`config.mk`:
```
export PLATFORM = sky130hd
export DESIGN_NAME = mbscore_irq_arbiter
export DESIGN_NICKNAME = d
export VERILOG_FILES = /design/src/rtl/mbscore_irq_arbiter_pkg.sv /design/src/rtl/mbscore_irq_prio_enc.sv /design/src/rtl/mbscore_irq_arbiter.sv
export SDC_FILE = /design/constraint.sdc
export NUM_CORES = 1
export LEC_CHECK = 0
export CELL_PAD_IN_SITES_DETAIL_PLACEMENT = 2
export CELL_PAD_IN_SITES_GLOBAL_PLACEMENT = 2
export CORE_UTILIZATION = 28
export DETAILED_ROUTE_END_ITERATION = 12
export PLACE_DENSITY = 0.91
export SLEW_MARGIN = 0
export SYNTH_ARGS = -nofsm -noshare
export SYNTH_HDL_FRONTEND = slang
export SYNTH_SLANG_ARGS = --single-unit
```
`constraint.sdc`:
```
create_clock -name clk -period 3.2 [get_ports clk]
set_input_delay 0.32 -clock clk [delete_from_list [all_inputs] [get_ports clk]]
set_output_delay 0.32 -clock clk [all_outputs]
set_load 0.05 [all_outputs]
```
`src/rtl/mbscore_irq_arbiter_pkg.sv`:
```
// Shared constants for the MBScore interrupt controller: default source map,
// vector layout and the 2-bit dispatch FSM encoding.
package mbscore_irq_arbiter_pkg;

  localparam int INT_NUM_SRC    = 5;
  localparam int INT_VEC_BASE   = 'h100;
  localparam int INT_VEC_STRIDE = 'h10;

  // Peripheral source indices; vector address is derived from these
  localparam int INT_KBD_ID     = 0;
  localparam int INT_MOUSE_ID   = 1;
  localparam int INT_UART_ID    = 2;
  localparam int INT_STORAGE_ID = 3;
  localparam int INT_ETH_ID     = 4;

  typedef logic [1:0] irq_state_t;

  localparam irq_state_t ST_IDLE    = 2'd0;
  localparam irq_state_t ST_REQ     = 2'd1;
  localparam irq_state_t ST_JUMP    = 2'd2;
  localparam irq_state_t ST_SERVICE = 2'd3;

endpackage

```
`src/rtl/mbscore_irq_prio_enc.sv`:
```
// Combinational winner picker: lowest eligible id (fixed mode) or first
// eligible id at or above the rotating pointer (round-robin mode).
module mbscore_irq_prio_enc #(
  parameter int NUM_SRC   = 5,
  parameter int PRIO_MODE = 0,
  localparam int ID_W     = $clog2(NUM_SRC > 1 ? NUM_SRC : 2)
) (
  input  logic [NUM_SRC-1:0] eligible,
  input  logic [ID_W-1:0]    ptr,
  output logic               valid,
  output logic [ID_W-1:0]    id
);

  logic [ID_W:0] base;
  logic [ID_W:0] cand;

  // Scan offsets from the far end down so the nearest hit is written last
  always_comb begin
    valid = |eligible;
    id    = '0;
    cand  = '0;
    base  = (PRIO_MODE != 0) ? {1'b0, ptr} : '0;
    for (int k = NUM_SRC - 1; k >= 0; k--) begin
      cand = base + (ID_W + 1)'(k);
      if (cand >= (ID_W + 1)'(NUM_SRC)) begin
        cand = cand - (ID_W + 1)'(NUM_SRC);
      end
      if (eligible[cand[ID_W-1:0]]) begin
        id = cand[ID_W-1:0];
      end
    end
  end

endmodule

```
`src/rtl/mbscore_irq_arbiter.sv`:
```
// MBScore interrupt controller: synchronises requests, tracks pending/mask,
// arbitrates and drives the core stall / vector-jump handshake.
module mbscore_irq_arbiter
  import mbscore_irq_arbiter_pkg::*;
#(
  parameter int                  NUM_SRC     = INT_NUM_SRC,
  parameter int                  ADDR_WIDTH  = 32,
  parameter logic [ADDR_WIDTH-1:0] VEC_BASE  = ADDR_WIDTH'(INT_VEC_BASE),
  parameter logic [ADDR_WIDTH-1:0] VEC_STRIDE = ADDR_WIDTH'(INT_VEC_STRIDE),
  parameter logic [NUM_SRC-1:0]  EDGE_MASK   = '1,
  parameter logic [NUM_SRC-1:0]  MASK_RST    = '0,
  parameter int                  PRIO_MODE   = 0,
  parameter int                  SYNC_STAGES = 2,
  localparam int                 ID_W        = $clog2(NUM_SRC > 1 ? NUM_SRC : 2)
) (
  input  logic                  clk,
  input  logic                  rst_n,
  input  logic [NUM_SRC-1:0]    irq_src,
  input  logic                  int_en_n,
  input  logic                  mask_we,
  input  logic [NUM_SRC-1:0]    mask_wdata,
  input  logic                  core_ready,
  input  logic                  int_done,
  output logic                  stop,
  output logic                  set_intr,
  output logic                  int_jump,
  output logic [ADDR_WIDTH-1:0] int_addr,
  output logic [ID_W-1:0]       int_id,
  output logic [NUM_SRC-1:0]    pending
);

  logic [NUM_SRC-1:0] sync_reg [SYNC_STAGES];
  logic [NUM_SRC-1:0] sync_prev_reg;
  logic [NUM_SRC-1:0] edge_pend_reg;
  logic [NUM_SRC-1:0] edge_pend_next;
  logic [NUM_SRC-1:0] mask_reg;
  logic [NUM_SRC-1:0] sync_out;
  logic [NUM_SRC-1:0] rise;
  logic [NUM_SRC-1:0] clr;
  logic [NUM_SRC-1:0] eligible;
  irq_state_t         state_reg;
  logic [ID_W-1:0]    id_reg;
  logic [ID_W-1:0]    ptr_reg;
  logic               enc_valid;
  logic [ID_W-1:0]    enc_id;

  assign sync_out = sync_reg[SYNC_STAGES-1];
  assign rise     = sync_out & ~sync_prev_reg;

  always_comb begin
    clr = '0;
    if (state_reg == ST_JUMP) begin
      clr[id_reg] = 1'b1;
    end
  end

  // A fresh edge in the dispatch cycle outranks the clear
  assign edge_pend_next = ((edge_pend_reg & ~clr) | rise) & EDGE_MASK;

  always_ff @(posedge clk or negedge rst_n) begin
    if (!rst_n) begin
      for (int s = 0; s < SYNC_STAGES; s++) begin
        sync_reg[s] <= '0;
      end
      sync_prev_reg <= '0;
      edge_pend_reg <= '0;
    end else begin
      sync_reg[0] <= irq_src;
      for (int s = 1; s < SYNC_STAGES; s++) begin
        sync_reg[s] <= sync_reg[s-1];
      end
      sync_prev_reg <= sync_out;
      edge_pend_reg <= edge_pend_next;
    end
  end

  assign pending  = (edge_pend_reg & EDGE_MASK) | (sync_out & ~EDGE_MASK);
  assign eligible = pending & ~mask_reg & {NUM_SRC{~int_en_n}};

  mbscore_irq_prio_enc #(
    .NUM_SRC   (NUM_SRC),
    .PRIO_MODE (PRIO_MODE)
  ) u_prio_enc (
    .eligible (eligible),
    .ptr      (ptr_reg),
    .valid    (enc_valid),
    .id       (enc_id)
  );

  always_ff @(posedge clk or negedge rst_n) begin
    if (!rst_n) begin
      state_reg <= ST_IDLE;
      id_reg    <= '0;
      ptr_reg   <= '0;
      mask_reg  <= MASK_RST;
    end else begin
      if (mask_we) begin
        mask_reg <= mask_wdata;
      end
      case (state_reg)
        ST_IDLE: begin
          if (enc_valid) begin
            state_reg <= ST_REQ;
            id_reg    <= enc_id;
          end
        end
        ST_REQ: begin
          if (int_en_n) begin
            state_reg <= ST_IDLE;
            id_reg    <= '0;
          end else if (core_ready) begin
            state_reg <= ST_JUMP;
          end
        end
        ST_JUMP: begin
          state_reg <= ST_SERVICE;
          if (PRIO_MODE != 0) begin
            ptr_reg <= (id_reg == ID_W'(NUM_SRC - 1)) ? '0 : id_reg + 1'b1;
          end
        end
        ST_SERVICE: begin
          if (int_done) begin
            state_reg <= ST_IDLE;
            id_reg    <= '0;
          end
        end
        default: state_reg <= ST_IDLE;
      endcase
    end
  end

  assign stop     = (state_reg == ST_REQ) || (state_reg == ST_JUMP);
  assign set_intr = (state_reg == ST_JUMP);
  assign int_jump = (state_reg == ST_JUMP);
  assign int_id   = id_reg;
  assign int_addr = (state_reg == ST_JUMP) ?
                    VEC_BASE + ADDR_WIDTH'(id_reg) * VEC_STRIDE : '0;

endmodule
```
==> results of run 1 <==
Yosys cell counts (all sizes together):
| master | count |
|---|---|
| conb | 1 |
| nor2 | 3 |
| and2 | 3 |
| nand3 | 3 |
| nand2b | 6 |
| o211a | 1 |
| buf | 30 |
| inv | 12 |
| a22oi | 1 |
| o2111ai | 1 |
| and2b | 1 |
| nor4 | 1 |
| o31ai | 3 |
| o211ai | 2 |
| o21ai | 10 |
| nor2b | 1 |
| dfrtp | 30 |
| mux2i | 1 |
| ha | 5 |
| o2bb2ai | 1 |
| mux2 | 5 |
| nand2 | 5 |
| a2bb2oi | 1 |
worst max path at each step:
stage                                   startpoint          end  slack [ps]
final                     state_reg[0]$_DFFE_PN0P_  int_addr[4]         590
after floorplan           state_reg[0]$_DFFE_PN0P_  int_addr[5]        1240
after detailed placement  state_reg[0]$_DFFE_PN0P_  int_addr[4]         880
after global routing      state_reg[0]$_DFFE_PN0P_  int_addr[4]         420
after global placement    state_reg[0]$_DFFE_PN0P_  int_addr[4]         970
after CTS                 state_reg[0]$_DFFE_PN0P_  int_addr[4]         570
report_power, final:
group,switching [mW],internal (mW)
Sequential,0.0563,0.434
Clock,0.128,0.149
Combinational,0.477,0.237
Total,0.661,0.820
through the flow:
| step | setup slack, ps | area, um2 | instances |
|---|---|---|---|
| 2_1_floorplan | 1239 | 1597 | 154 |
| 3_3_place_gp | 970.6 | 1767 | 225 |
| 3_5_place_dp | 880.3 | 1767 | 225 |
| 4_1_cts | 567.5 | 1843 | 232 |
| 5_1_grt | 421.3 | 1843 | 232 |
| 6_report | 593.4 | 1843 | 232 |
placed cells by master, fill, tap and decap left out, types with 3 or more instances in the layout:
cell type / n
nand2b_4: 3
clkdlybuf4s50_1: 30
ha_1: 5
o21ai_1: 6
clkbuf_8: 5
nand2b_1: 3
nor2_1: 3
o31ai_1: 3
nand2_1: 5
and2_1: 3
dfrtp_1: 30
conb_1: 28
inv_1: 12
mux2_1: 3
cell type report:
class / count / area share [%]
clock buffers: 7 / 4.141
well taps: 70 / 4.752
repair buffers: 31 / 16.70
flip-flops and latches: 30 / 40.73
multi-input cells: 82 / 31.23
inverters: 12 / 2.444
kinds of logic (layout without fill, tap and decap cells):
| family | count (synthesis) | in the layout | share of synthesized area (%) |
|---|---|---|---|
| buf+inv | 42 | 50 | 18.08 |
| fa+ha+maj | 5 | 5 | 4.184 |
| simple gates | 23 | 23 | 11.38 |
| flops | 30 | 30 | 50.21 |
| compound gates | 20 | 20 | 11.46 |
| other cells | 1 | 28 | 0.2508 |
| mux | 6 | 6 | 4.435 |
metal layers:
metal	track usage, %	share of wire, %
met1	13.92	41
met3	4.284	7.9
met5	0	0
met4	5.031	1.8
met2	19.12	49
==> impl_metrics.json, run 1 <==
{
  "outcome": "finished, final reports clean",
  "max-vdd-ir-drop_mv": 0.3351,
  "fp.coreArea_mm2": 0.005140,
  "dp_hpwl_mm": 2.282,
  "achievable-frequency_ghz": 0.3836,
  "floorplan.initialDensity_pct": 29.09,
  "syn2layout_area_growth_pct": 23.26,
  "post_synthesis_register_bit_count": 30,
  "post_cts_resized": 0,
  "cts_tree": "done",
  "io_buffer_count": 30,
  "antenna_violating_nets_post_route": 0,
  "cts_hold_buffers": 0,
  "timing.reg2reg.setup_slack_ps": 1520,
  "holdCritPathClass": "register to register",
  "cts_max_level": 2,
  "critical_path_arrival_ps": 2290,
  "clock-sinks": 30,
  "die-height_um": 75.08,
  "setup.worst_path.start_class": "register",
  "first_pass_grt_wire_length_mm": 4.629,
  "grt_pass1_vias": 922,
  "synth.distinct_cells": 29,
  "timing_hold_violations_final": 0,
  "cts.clk_slew.worst_paths_ps": 60,
  "antennaDiodeCount": 0,
  "ordered_cell_list_for_the_critical_path": "inv_1 -> ha_1 -> nand2_1 -> inv_1 -> clkdlybuf4s50_1",
  "worstReg2RegEnd": "int_id[1]$_DFFE_PN0P_",
  "layout-drive-gt1-share_pct": 12.35,
  "setup-violations-final": 0,
  "detail_route.iter0.violations": 13,
  "globalplace.congestion": 0.7166,
  "timing.max_slew.rel_slack_pct": 65.75,
  "worstSetupEndpointType": "output port",
  "io-pin-count": 59,
  "final.period_utilization_pct": 81.46,
  "power.density_mw_per_mm2": 803.8,
  "critical_path_peak_fanout": 10,
  "power_leakage_nw": 0.8344,
  "worst_path_max_delay_cell": "clkdlybuf4s50_1",
  "finalSetupTns_ps": 0,
  "synth.area.top_cells": "dfrtp_1, buf_4, ha_1, inv_1, nand2b_4",
  "drt_pre_antenna_iters": 4,
  "vias_per_cell": 4.017,
  "post-synth-top-area-cell": "dfrtp_1",
  "antenna_violations_before_repair": 0,
  "worstPathBufferInverterCount": 3,
  "cts_buffers": 5,
  "postCtsSetupRepairBufs": 0,
  "worstSetupPathType": "register to output port",
  "worstPathRequired_ps": 2880,
  "rsz0062_at_grt": "no",
  "grt_start_max_net_pins": 31,
  "yosysTopAreaCellShare_pct": 50.21,
  "vias": 932,
  "gr-usage-all-layers_pct": 11.72,
  "r2r_start": "state_reg[0]$_DFFE_PN0P_",
  "final.fill_count": 605,
  "crit_cells": 5,
  "synth_seq_area_share_pct": 50.21,
  "timing.max_cap.violations": 0,
  "hold_path_startpoint": "sync_reg[7]$_DFF_PN0_",
  "drv_slew": 0,
  "wl_per_cell_um": 12.53,
  "finalCriticalPeriod_ps": 2607,
  "hold-path-cell-count": 0,
  "grt_remaining_overflow": 0,
  "timing.critical_path.max_delay_family": "buffers and inverters",
  "syn-instance-count": 127,
  "post_synth_instance_area_mm2": 0.001495,
  "ff_latch_area_um2": 750.7,
  "layout_utilization_pct": 35.86,
  "clock_latency_ps": 280,
  "timing_worst_slew_pin_value_ps": 512.2,
  "synthesis.yosys.warnings": 0,
  "route.final.wire_length_mm": 2.908,
  "die_area_mm2": 0.005636,
  "clockBufferDepth": 2,
  "timing.hold.ws_ps": 352.7,
  "min_delay_worst_endpoint": "sync_out[2]$_DFF_PN0_",
  "fp_rows": 26,
  "cts.root.buffer_cell": "clkbuf_8",
  "synth_area_per_cell_um2": 11.77,
  "critPathMostFrequentCell": "inv_1",
  "num-nets-final": 183,
  "drc_errors": 0,
  "slowest_delay_ps": 800,
  "r2r_cells": 6,
  "worst_clock_skew_ps": 3.802,
  "total_power_mw": 1.481,
  "multi_input_logic_area_um2": 575.6,
  "die_boundary_width_um": 75.08
}
No activity file was read; power rests on OpenSTA's default activity.
==> run 2: changes to the inputs <==
--- a/config.mk
+++ b/config.mk
@@ -7,9 +7,9 @@
 export LEC_CHECK = 0
 export CELL_PAD_IN_SITES_DETAIL_PLACEMENT = 2
 export CELL_PAD_IN_SITES_GLOBAL_PLACEMENT = 2
-export CORE_UTILIZATION = 28
+export CORE_UTILIZATION = 26
 export DETAILED_ROUTE_END_ITERATION = 12
-export PLACE_DENSITY = 0.91
+export PLACE_DENSITY = 0.86
 export SLEW_MARGIN = 0
 export SYNTH_ARGS = -nofsm -noshare
 export SYNTH_HDL_FRONTEND = slang
==> constraint.sdc (replaced) <==
create_clock -name clk -period 2.4 [get_ports clk]
set_input_delay 0.24 -clock clk [delete_from_list [all_inputs] [get_ports clk]]
set_output_delay 0.24 -clock clk [all_outputs]
set_load 0.05 [all_outputs]
==> run 2 against run 1 <==
Hold slack worse by 3.9 ps. Sequential power grew 34%. Combinational power up 32%. Non-clock buffer count stayed put. Wire length up 4.3%. Clock-buffer cell count grew 1. Utilization shrank 1.9 points. Critical path type unchanged.
==> impl_metrics.json, run 2 (synthesized netlist as in run 1, its figures left out) <==
{
  "final.fill_count": 629,
  "setup.worst_path.start_class": "register",
  "final.period_utilization_pct": 89.63,
  "timing_worst_slew_pin_value_ps": 528.9,
  "detail_route.iter0.violations": 16,
  "place_worst_setup_slack_ps": 254.3,
  "clockBufferDepth": 2,
  "route.final.wire_length_mm": 3.033,
  "final_cell_count_no_fill": 235,
  "worstSetupEndpointType": "output port",
  "critical_path_peak_fanout": 5,
  "setup-violations-final": 0,
  "power_leakage_nw": 0.9122,
  "achievable-frequency_ghz": 0.4649,
  "ff_latch_area_um2": 750.7,
  "io-pin-count": 59,
  "antenna_violating_nets_post_route": 0,
  "worst_clock_skew_ps": 9.937,
  "gr-usage-all-layers_pct": 11.48,
  "timing.hold.ws_ps": 348.8,
  "finalSetupTns_ps": 0,
  "outcome": "finished, final reports clean",
  "timing.max_cap.violations": 0,
  "cts.clk_slew.worst_paths_ps": 70,
  "grt_start_max_net_pins": 31,
  "wl_per_cell_um": 12.91,
  "clock_latency_ps": 280,
  "power.density_mw_per_mm2": 1101,
  "antenna_violations_before_repair": 0,
  "globalplace.congestion": 0.7287,
  "dp_hpwl_mm": 2.294,
  "floorplan.initialDensity_pct": 26.99,
  "placed_cells_incl_taps": 227,
  "critical_path_arrival_ps": 1910,
  "holdCritPathClass": "input pin to asynchronous set/reset pin",
  "cts_hold_buffers": 0,
  "cts.root.buffer_cell": "clkbuf_8",
  "drt_pre_antenna_iters": 3,
  "die-height_um": 77.84,
  "io_buffer_count": 30,
  "timing.max_slew.rel_slack_pct": 64.63,
  "final_common_cell": "dfrtp_1",
  "worstPathRequired_ps": 2160,
  "postCtsSetupRepairBufs": 0,
  "num-nets-final": 183,
  "die_area_mm2": 0.006058,
  "cts_max_level": 2,
  "most-common-layout-cells": "dfrtp_1, conb_1, clkdlybuf4s50_1",
  "grt_remaining_overflow": 0,
  "drv_slew": 0,
  "timing_hold_violations_final": 0,
  "fin_area_mm2": 0.001882,
  "vias_per_cell": 4.021,
  "fp.coreArea_mm2": 0.005540,
  "clock-sinks": 30,
  "worst_path_setup_slack_after_routing_ps": 249.0,
  "vias": 945,
  "fp_rows": 27,
  "place_area_mm2": 0.001767,
  "rsz0062_at_grt": "no",
  "drc_errors": 0,
  "layout-drive-gt1-share_pct": 14.72,
  "antennaDiodeCount": 0,
  "cts_tree": "done",
  "first_pass_grt_wire_length_mm": 5.133,
  "die_boundary_width_um": 77.84,
  "syn2layout_area_growth_pct": 25.86,
  "max-vdd-ir-drop_mv": 0.4937,
  "multi_input_logic_area_um2": 575.6,
  "grt_pass1_vias": 1068,
  "finalCriticalPeriod_ps": 2151,
  "cts_buffers": 5,
  "worstSetupPathType": "register to output port"
}
==> run 2: cell types whose count changed in the layout (fill, tap and decap cells not counted), sizes merged <==
cell,change
dlygate4sd2,+2
clkbuf,+1
dlymetal6s2s,+3
buf,+1
clkdlybuf4s50,-6
==> run 2: area by class of cell <==
type	count	share of cell area (%)
Timing Repair Buffer	31	16.49
Multi-Input combinational cell	82	30.59
Inverter	12	2.394
Tap cell	72	4.787
Sequential cell	30	39.89
Clock buffer	8	5.851
==> run 2: path summary, 6_finish.rpt <==
path,startpoint,to,slack (ps),depth (start not counted)
max in group asynchronous,rst_n,sync_reg[6]$_DFF_PN0_,1770,2
max,state_reg[0]$_DFFE_PN0P_,stop,250,3
min,rst_n,pending[1]$_DFF_PN0_,350,2
min reg2reg,sync_reg[6]$_DFF_PN0_,sync_out[1]$_DFF_PN0_,350,0
max reg2reg,state_reg[0]$_DFFE_PN0P_,int_id[1]$_DFFE_PN0P_,750,6
min in group clk,sync_reg[6]$_DFF_PN0_,sync_out[1]$_DFF_PN0_,350,0
==> run 2: layer usage <==
layer  share of wire [%]  wire, um  global-route usage (%)  vias up
met1                  37      1134                   12.04      469
met2                  54      1649                   20.44       48
met5                   0         0                       0        -
met3                 6.7       203                   3.647        4
met4                 1.5        46                   5.849        0
li1                    -         -                       -      424
==> run 2: power breakdown <==
part           leakage (nW)  internal (mW)  total [mW]  switching (mW)
Sequential            0.345          0.579       0.656          0.0774
Clock                0.0575          0.289       0.471           0.181
Combinational         0.510          0.312       0.945           0.633
Total                 0.912           1.18        2.07           0.892
==> run 2: through the flow <==
stage	utilization, %	power [mW]
after detailed placement	31.89	1.624
after global routing	33.97	2.192
final	33.97	2.072
after floorplan	-	1.402
after global placement	31.89	1.591
after CTS	33.83	2.113
==> run 2: critical path, stage by stage (launching register included) <==
cell and delay, ps:
dfrtp_1 430, inv_1 120, ha_1 290, clkdlybuf4s50_1 790
==> run 2: repair_timing <==
action,in CTS,in global routing
endpoints found under the hold margin,0,0
setup endpoints to repair,2,3
gates resized for setup,2,3
==> run 3: changes to the inputs <==
--- a/config.mk
+++ b/config.mk
@@ -5,11 +5,13 @@
 export SDC_FILE = /design/constraint.sdc
 export NUM_CORES = 1
 export LEC_CHECK = 0
+export ABC_CLOCK_PERIOD_IN_PS = 2100
 export CELL_PAD_IN_SITES_DETAIL_PLACEMENT = 2
 export CELL_PAD_IN_SITES_GLOBAL_PLACEMENT = 2
 export CORE_UTILIZATION = 26
 export DETAILED_ROUTE_END_ITERATION = 12
 export PLACE_DENSITY = 0.86
+export SETUP_SLACK_MARGIN = 0.1
 export SLEW_MARGIN = 0
 export SYNTH_ARGS = -nofsm -noshare
 export SYNTH_HDL_FRONTEND = slang
==> constraint.sdc (replaced) <==
create_clock -name clk -period 2.1 [get_ports clk]
set_input_delay 0.21 -clock clk [delete_from_list [all_inputs] [get_ports clk]]
set_output_delay 0.21 -clock clk [all_outputs]
set_load 0.05 [all_outputs]
==> run 3 against run 2 <==
Sequential share of layout area decreased by 0.11 points. First-iteration DRC count increased by 44%. Via count decreased by 2.1%. Flip-flop and latch count unchanged. Combinational power increased by 16%. Final cell count unchanged. Largest power group unchanged. Utilization increased by 0.090 points. Critical path depth decreased by 2.
==> impl_metrics.json, run 3 (synthesized netlist as in run 1, its figures left out) <==
{
  "outcome": "finished, final reports clean",
  "grt_pass1_vias": 1033,
  "drc_errors": 0,
  "worstSetupEndpointType": "output port",
  "fp_rows": 27,
  "most-common-layout-cells": "dfrtp_1, conb_1, clkdlybuf4s50_1",
  "setup-violations-final": 0,
  "max-vdd-ir-drop_mv": 0.5508,
  "cts.root.buffer_cell": "clkbuf_8",
  "gr-usage-all-layers_pct": 11.47,
  "io-pin-count": 59,
  "final_cell_count_no_fill": 235,
  "cts_tree": "done",
  "cts_max_level": 2,
  "place_worst_setup_slack_ps": 499.2,
  "power.density_mw_per_mm2": 1233,
  "globalplace.congestion": 0.7284,
  "achievable-frequency_ghz": 0.5465,
  "ff_latch_area_um2": 750.7,
  "final.fill_count": 609,
  "worstPathBufferInverterCount": 1,
  "multi_input_logic_area_um2": 578.1,
  "die-height_um": 77.84,
  "finalSetupTns_ps": 0,
  "antennaDiodeCount": 0,
  "layout-drive-gt1-share_pct": 19.02,
  "worstPathRequired_ps": 1890,
  "first_pass_grt_wire_length_mm": 5.112,
  "layout_utilization_pct": 34.06,
  "clock_latency_ps": 280,
  "die_boundary_width_um": 77.84,
  "io_buffer_count": 30,
  "slowest_delay_ps": 850,
  "cts.clk_slew.worst_paths_ps": 70,
  "dp_hpwl_mm": 2.443,
  "route.final.wire_length_mm": 3.089,
  "final_common_cell": "dfrtp_1",
  "fp.coreArea_mm2": 0.005540,
  "ordered_cell_list_for_the_critical_path": "clkdlybuf4s50_1",
  "drv_slew": 0,
  "floorplan.initialDensity_pct": 26.99,
  "clock-sinks": 30,
  "vias": 925,
  "num-nets-final": 183,
  "timing.critical_path.max_delay_family": "buffers and inverters",
  "detail_route.iter0.violations": 23,
  "clockBufferDepth": 2,
  "rsz0062_at_grt": "no",
  "vias_per_cell": 3.936,
  "power_leakage_nw": 0.8618,
  "timing_worst_slew_pin_value_ps": 511.5,
  "timing.hold.ws_ps": 335.1,
  "worst_path_setup_slack_after_routing_ps": 270.1,
  "postCtsSetupRepairBufs": 0,
  "timing.max_slew.rel_slack_pct": 65.79,
  "cts_hold_buffers": 0,
  "final.period_utilization_pct": 87.14,
  "placed_cells_incl_taps": 227,
  "cts_buffers": 5,
  "drt_pre_antenna_iters": 3,
  "holdCritPathClass": "input pin to asynchronous set/reset pin",
  "wl_per_cell_um": 13.14,
  "timing_hold_violations_final": 0,
  "worstSetupPathType": "register to output port",
  "worst_clock_skew_ps": 9.352,
  "grt_start_max_net_pins": 31,
  "antenna_violating_nets_post_route": 0,
  "setup.worst_path.start_class": "register",
  "antenna_violations_before_repair": 0,
  "grt_remaining_overflow": 0,
  "finalCriticalPeriod_ps": 1830,
  "die_area_mm2": 0.006058,
  "critical_path_peak_fanout": 7,
  "critical_path_arrival_ps": 1620,
  "worst_path_max_delay_cell": "clkdlybuf4s50_1",
  "timing.max_cap.violations": 0,
  "syn2layout_area_growth_pct": 26.19
}
## run 3: changes by cell type in the layout (fill, tap and decap cells not counted), moves of 2 or more
cell            change
buf_12              +3
buf_4               +3
dlymetal6s2s_1      -3
clkbuf_8            -2
dlygate4sd2_1       -2
## run 3: what timing repair did
action                                 CTS  global route
gates resized for setup                  0             1
setup endpoints to repair                0             1
endpoints found under the hold margin    0             0
## run 3: per-layer routing
layer	track usage, %	wire length, um	vias to the layer above
met3	3.647	221	5
li1	-	-	426
met2	21.24	1691	45
met1	11.89	1128	449
met4	4.528	48	0
met5	0	0	-
## run 3: worst paths after layout
kind | start | cells after the start | slack, ps | endpoint
max | int_id[1]$_DFFE_PN0P_ | 1 | 270 | int_id[1]
min | rst_n | 2 | 340 | pending[4]$_DFF_PN0_
max reg2reg | state_reg[0]$_DFFE_PN0P_ | 6 | 520 | int_id[1]$_DFFE_PN0P_
min reg2reg | sync_reg[5]$_DFF_PN0_ | 0 | 350 | sync_out[0]$_DFF_PN0_
max in group asynchronous | rst_n | 2 | 1480 | sync_prev_reg[1]$_DFF_PN0_
min in group clk | sync_reg[5]$_DFF_PN0_ | 0 | 350 | sync_out[0]$_DFF_PN0_
## run 3: cell type report
type                            instances  area share (%)
Clock buffer                            6           4.377
Clock inverter                          2          0.6631
Inverter                               12           2.387
Multi-Input combinational cell         82           30.64
Sequential cell                        30           39.79
Tap cell                               72           4.775
Timing Repair Buffer                   31           17.37
## run 3: report_power, final
group	switching, mW	internal, mW
combinational	0.738	0.362
sequential	0.0862	0.661
clock	0.217	0.263
## run 3: stage by stage
stage	area, um2	power (mW)
finish	1887	2.327
floorplan	1597	1.602
global route	1887	2.454
CTS	1884	2.358
global placement	1789	1.822
detailed placement	1789	1.862
